==> src/rtl/keypad_scanner.sv <==
`default_nettype none
// ============================================================================
// Module      : keypad_scanner
// Description : 4x4 keypad column scanner with a 2-flop row synchroniser and
//               press/release debouncing. It drives one active-low column at
//               a time and freezes that column while a key is down. It emits
//               one key_press strobe per accepted press.
// Revision    : 1.0 - initial release
// ============================================================================
module keypad_scanner #(
  parameter int SCAN_DIV = 1000,
  parameter int DEBOUNCE = 20000
) (
  input  logic       clk,
  input  logic       reset,
  input  logic [3:0] row,
  output logic [3:0] shift_col,
  output logic [3:0] row_sync,
  output logic       key_press,
  output logic       key_busy
);

  localparam int c_DWELL_W = $clog2(SCAN_DIV);
  localparam int c_DB_W    = $clog2(DEBOUNCE);

  localparam logic [c_DWELL_W-1:0] c_DWELL_LAST = c_DWELL_W'(SCAN_DIV - 1);
  localparam logic [c_DWELL_W-1:0] c_DWELL_ONE  = c_DWELL_W'(1);
  localparam logic [c_DB_W-1:0]    c_DB_LAST    = c_DB_W'(DEBOUNCE - 1);
  localparam logic [c_DB_W-1:0]    c_DB_ONE     = c_DB_W'(1);
  localparam logic [3:0]           c_IDLE       = 4'b1111;
  localparam logic [3:0]           c_COL_FIRST  = 4'b1110;

  typedef enum logic [1:0] {
    ST_SCAN       = 2'd0,
    ST_PRESS_DB   = 2'd1,
    ST_HELD       = 2'd2,
    ST_RELEASE_DB = 2'd3
  } state_t;

  state_t                r_state;
  logic [3:0]            r_row_s1;
  logic [3:0]            r_row_s2;
  logic [3:0]            r_col;
  logic [3:0]            r_pattern;
  logic [c_DWELL_W-1:0]  r_dwell;
  logic [c_DB_W-1:0]     r_db_cnt;
  logic                  r_key_press;
  logic                  r_key_busy;

  assign shift_col = r_col;
  assign row_sync  = r_row_s2;
  assign key_press = r_key_press;
  assign key_busy  = r_key_busy;

  // Two-flop synchroniser for the asynchronous row inputs
  always_ff @(posedge clk or negedge reset) begin
    if (!reset) begin
      r_row_s1 <= c_IDLE;
      r_row_s2 <= c_IDLE;
    end else begin
      r_row_s1 <= row;
      r_row_s2 <= r_row_s1;
    end
  end

  // Scan/debounce controller: column drive, counters, captured pattern, strobes
  always_ff @(posedge clk or negedge reset) begin
    if (!reset) begin
      r_state     <= ST_SCAN;
      r_col       <= c_COL_FIRST;
      r_pattern   <= c_IDLE;
      r_dwell     <= '0;
      r_db_cnt    <= '0;
      r_key_press <= 1'b0;
      r_key_busy  <= 1'b0;
    end else begin
      r_key_press <= 1'b0;
      case (r_state)
        ST_SCAN: begin
          // Rows are only trusted at the end of the dwell, once the column settled
          if (r_dwell == c_DWELL_LAST) begin
            if (r_row_s2 == c_IDLE) begin
              r_col   <= {r_col[2:0], r_col[3]};
              r_dwell <= '0;
            end else begin
              r_pattern  <= r_row_s2;
              r_db_cnt   <= '0;
              r_state    <= ST_PRESS_DB;
              r_key_busy <= 1'b1;
            end
          end else begin
            r_dwell <= r_dwell + c_DWELL_ONE;
          end
        end

        ST_PRESS_DB: begin
          if (r_row_s2 == r_pattern) begin
            if (r_db_cnt == c_DB_LAST) begin
              r_state     <= ST_HELD;
              r_key_press <= 1'b1;
            end else begin
              r_db_cnt <= r_db_cnt + c_DB_ONE;
            end
          end else begin
            // Bounce: rescan the same column from the start of its dwell
            r_state    <= ST_SCAN;
            r_dwell    <= '0;
            r_key_busy <= 1'b0;
          end
        end

        ST_HELD: begin
          // Pattern changes while held are ignored; only a full release matters
          if (r_row_s2 == c_IDLE) begin
            r_state  <= ST_RELEASE_DB;
            r_db_cnt <= '0;
          end
        end

        ST_RELEASE_DB: begin
          if (r_row_s2 == c_IDLE) begin
            if (r_db_cnt == c_DB_LAST) begin
              r_state    <= ST_SCAN;
              r_dwell    <= '0;
              r_key_busy <= 1'b0;
            end else begin
              r_db_cnt <= r_db_cnt + c_DB_ONE;
            end
          end else begin
            r_state  <= ST_HELD;
            r_db_cnt <= '0;
          end
        end

        default: begin
          r_state    <= ST_SCAN;
          r_dwell    <= '0;
          r_key_busy <= 1'b0;
        end
      endcase
    end
  end

endmodule
`default_nettype wire

==> config.mk <==
export PLATFORM = sky130hd
export DESIGN_NAME = keypad_scanner
export DESIGN_NICKNAME = d
export VERILOG_FILES = /design/src/rtl/keypad_scanner.sv
export SDC_FILE = /design/constraint.sdc
export NUM_CORES = 1
export LEC_CHECK = 0
export ABC_AREA = 1
export BUFFER_PORTS_ARGS = -buffer_cell sky130_fd_sc_hd__buf_2
export CAP_MARGIN = 40
export CORE_ASPECT_RATIO = 0.9
export CORE_MARGIN = 3
export CORE_UTILIZATION = 60
export CTS_CLUSTER_DIAMETER = 80
export DETAILED_ROUTE_END_ITERATION = 16
export PLACE_DENSITY = 0.84
export SYNTH_ARGS = -nofsm -noshare
export SYNTH_HDL_FRONTEND = slang
export SYNTH_SLANG_ARGS = --single-unit
export TNS_END_PERCENT = 20
==> constraint.sdc <==
create_clock -name clk -period 3.8 [get_ports clk]
set_clock_uncertainty 0.05 [all_clocks]
set_input_delay 0.57 -clock clk [delete_from_list [all_inputs] [get_ports clk]]
set_output_delay 0.57 -clock clk [all_outputs]
set_load 0.05 [all_outputs]
==> flow_metrics.py <==
metrics = {
    "timing": {
        "slew_headroom_pct": 41.8,
        "whs_ns": 0.138,
        "fin_crit_ns": 2.36,
        "min_period_over_period_pct": 62.0,
        "hold_viol_final": 0,
        "worst_slack_ns": 1.44,
        "rsz0062_at_grt": "no",
        "slew_viol_final": 0,
        "setup_viol_count_final": 0,
        "fmax_mhz": 424,
        "worstMarginPinSlew_ns": 0.870,
        "finalSetupTns_ns": 0,
    },
    "logic_synthesis": {
        "yosysUniqueCellTypes": 33,
        "synth-async-reset-ratio_pct": 100,
        "synth_edf_count": 0,
        "synthMostInstantiatedCell": "nand2_1",
        "synth_common_cells": "nand2_1, inv_1, nor2_1",
        "ys_ff_latch": 45,
        "yosys-top-cells-area": "dfrtp_1, nand2_1, dfstp_2, inv_1, nand3_1",
        "syn_area_sq_um": 2710,
        "ys_seq_area_share_pct": 42.2,
        "syn-instance-count": 369,
        "synthesis.area_per_instance_sq_um": 7.34,
        "yosys.area.top_type": "dfrtp_1",
        "yosysTopAreaCellShare_pct": 27.7,
        "ys.flop_type": "dfrtp_1",
        "postSynthNetCount": 377,
        "yosys_warnings": 0,
    },
    "worst_setup_path": {
        "cp_top_family": "simple AND/OR/NAND/NOR gates",
        "reg2reg_depth": 7,
        "cp-end-kind": "register",
        "path_cells": "inv_2 > nor2_1 > nand2_1 > nand3_4 > inv_2 > nand2_1 > o21ai_1",
        "critPathLaunchType": "register",
        "path_buf_inv": 2,
        "slowest_stage": "nor2_1",
        "reg2reg_slack_ns": 1.44,
        "timing.rr.start": "r_state[0]",
        "endpoint": "r_db_cnt[9]",
        "cp.arrival_ns": 2.51,
        "cp.depth": 7,
        "crit_path_max_incr_delay_ns": 0.68,
        "r2r-end": "r_db_cnt[9]",
        "crit_type": "reg -> reg",
        "cp_max_fo": 17,
        "startpoint": "r_state[0]",
        "cp.required_ns": 3.95,
    },
    "clocking": {
        "htreeDepth": 2,
        "cts_max_path_buffers": 2,
        "clkLatencyLatePin_ns": 0.31,
        "root_buffer": "clkbuf_8",
        "cts_resized": 0,
        "post_cts_buffers": 0,
        "clock-sinks": 45,
        "path_clk_slew_ns": 0.10,
        "cts_tree": "done",
        "hold_buffers": 0,
        "numCtsBuffers": 5,
    },
    "power_and_ir_drop": {
        "swShare_pct": 25.1,
        "power_density_nw_per_um2": 287,
        "totalPowerFinal_w": 0.000842,
        "p_clk_share_pct": 38.3,
        "power_frac_seq_pct": 58.2,
        "power_frac_comb_pct": 3.4,
        "power_switching_w": 0.000212,
        "p_int_w": 0.000631,
        "vdd_drop_max_v": 0.000196,
        "leakage_nw": 1.42,
    },
    "route": {
        "drcViolationCount": 0,
        "wl_um": 5720,
        "vias": 2419,
        "drt_iter0_drc": 251,
        "vias_per_cell": 5.42,
        "antenna_left": 0,
        "wl_per_cell_um": 12.8,
        "drtPass1Iterations": 5,
    },
    "place": {
        "place_ws_ns": 1.56,
        "portBuffers": 15,
        "dpl.hpwl_um": 4150,
        "placed_cells": 438,
        "routabilityCongestion": 0.893,
    },
    "finish": {
        "diodes": 0,
        "drive_gt1_share_pct": 16.6,
        "finalNonFillerCells": 446,
        "syn_to_final_growth_pct": 8.26,
        "nets": 393,
    },
    "flow_run": {
        "maxCapViolCount": 0,
    },
    "floorplanning": {
        "coreArea_sq_um": 4210,
        "die_h_um": 69.8,
        "rows": 22,
        "die-area_sq_um": 5360,
        "die_w_um": 76.8,
        "start_util_pct": 64.3,
        "io_pins": 16,
    },
    "global_routing": {
        "grt_max_degree": 28,
        "overflow": 0,
        "antenna_found_initial": 0,
        "track_usage_pct": 22.8,
        "grt_pass1_vias": 2197,
        "grt_pass1_wl_um": 9950,
    },
    "outcome": {
        "status": "completed",
    },
    "worst_hold_path": {
        "hp-class": "in -> async",
    },
}
==> cell type report <==
cell class / count / area, sq um
Timing Repair Buffer: 16 / 95.1
Inverter: 41 / 154
Tap cell: 60 / 75.1
Clock inverter: 3 / 26.3
Clock buffer: 5 / 68.8
Multi-Input combinational cell: 276 / 1370
Fill cell: 343 / 1280
Sequential cell: 45 / 1140
==> per-layer routing <==
metal  share of wire [%]  wire [um]  GRT usage [%]
met1                  49       2780           32.6
met2                  44       2540           34.2
met3                 5.6        319           4.68
met4                 1.4         81           8.05
met5                   0          0              0
==> cell families after synthesis <==
kind of cell	count (synthesis)	synth area share, %
AOI/OAI and AO/OA	31	6.60
xor gates and xnor gates	7	2.26
DFF	45	42.2
adders and majority gates	2	0.923
buffers and inverters	48	7.20
and+or+nand+nor	236	40.8
==> worst min-delay path by stage <==
stage / to / start / slack [ns] / depth (start not counted)
floorplan: key_busy / reset / 0.22 / 0
global placement: row_sync[0] / r_row_s1[0] / 0.30 / 0
detailed placement: row_sync[2] / r_row_s1[2] / 0.30 / 0
CTS: r_state[1] / reset / 0.15 / 1
global route: key_press / reset / 0.15 / 1
finish: key_press / reset / 0.14 / 1
==> stage by stage <==
| stage | area [sq um] | utilization [%] |
|---|---|---|
| 5_1_grt | 2930 | 69.7 |
| 6_report | 2930 | 69.7 |
| 2_1_floorplan | 2710 | - |
| 3_5_place_dp | 2840 | 67.4 |
| 4_1_cts | 2930 | 69.7 |
| 3_3_place_gp | 2820 | 66.9 |
==> placed cells by master, fill, tap and decap left out, types with 2 or more instances in the layout <==
cell type | synthesis | final
nand2_1 | 131 | 131
inv_1 | 35 | 35
nor2_1 | 34 | 34
dfrtp_1 | 30 | 30
nand3_1 | 26 | 26
nand4_1 | 15 | 15
buf_2 | 6 | 15
dfstp_2 | 15 | 15
o21ai_0 | 9 | 9
o21ai_1 | 8 | 8
nor3_1 | 7 | 7
xor2_1 | 5 | 5
inv_2 | 5 | 5
o21bai_1 | 5 | 5
nor2_2 | 5 | 5
a21oi_1 | 5 | 5
clkbuf_8 | 0 | 5
nor2_4 | 4 | 4
inv_6 | 0 | 3
nand3_2 | 2 | 2
nor4_1 | 2 | 2
nand2_4 | 2 | 2
nand3_4 | 2 | 2
nand2_2 | 2 | 2
o211ai_1 | 2 | 2
xnor2_1 | 2 | 2
ha_1 | 2 | 2
==> sequential cells by signal, summed over array words and instances (netlist names) <==
| register | count |
|---|---|
| key_busy | 1 |
| key_press | 1 |
| r_db_cnt | 15 |
| r_dwell | 10 |
| r_pattern | 4 |
| r_row_s1 | 4 |
| r_state | 2 |
| row_sync | 4 |
| shift_col | 4 |
==> power by group through the flow <==
stage	sequential (W)	clock [W]	combinational (W)
3_3_place_gp	0.000499	0	0.0000269
5_1_grt	0.000491	0.000351	0.0000319
4_1_cts	0.000491	0.000328	0.0000299
3_5_place_dp	0.000499	0	0.0000299
6_report	0.000491	0.000323	0.0000290
2_1_floorplan	0.000507	0	0.00000426
Note: power is estimated with default switching activity, not from simulation.
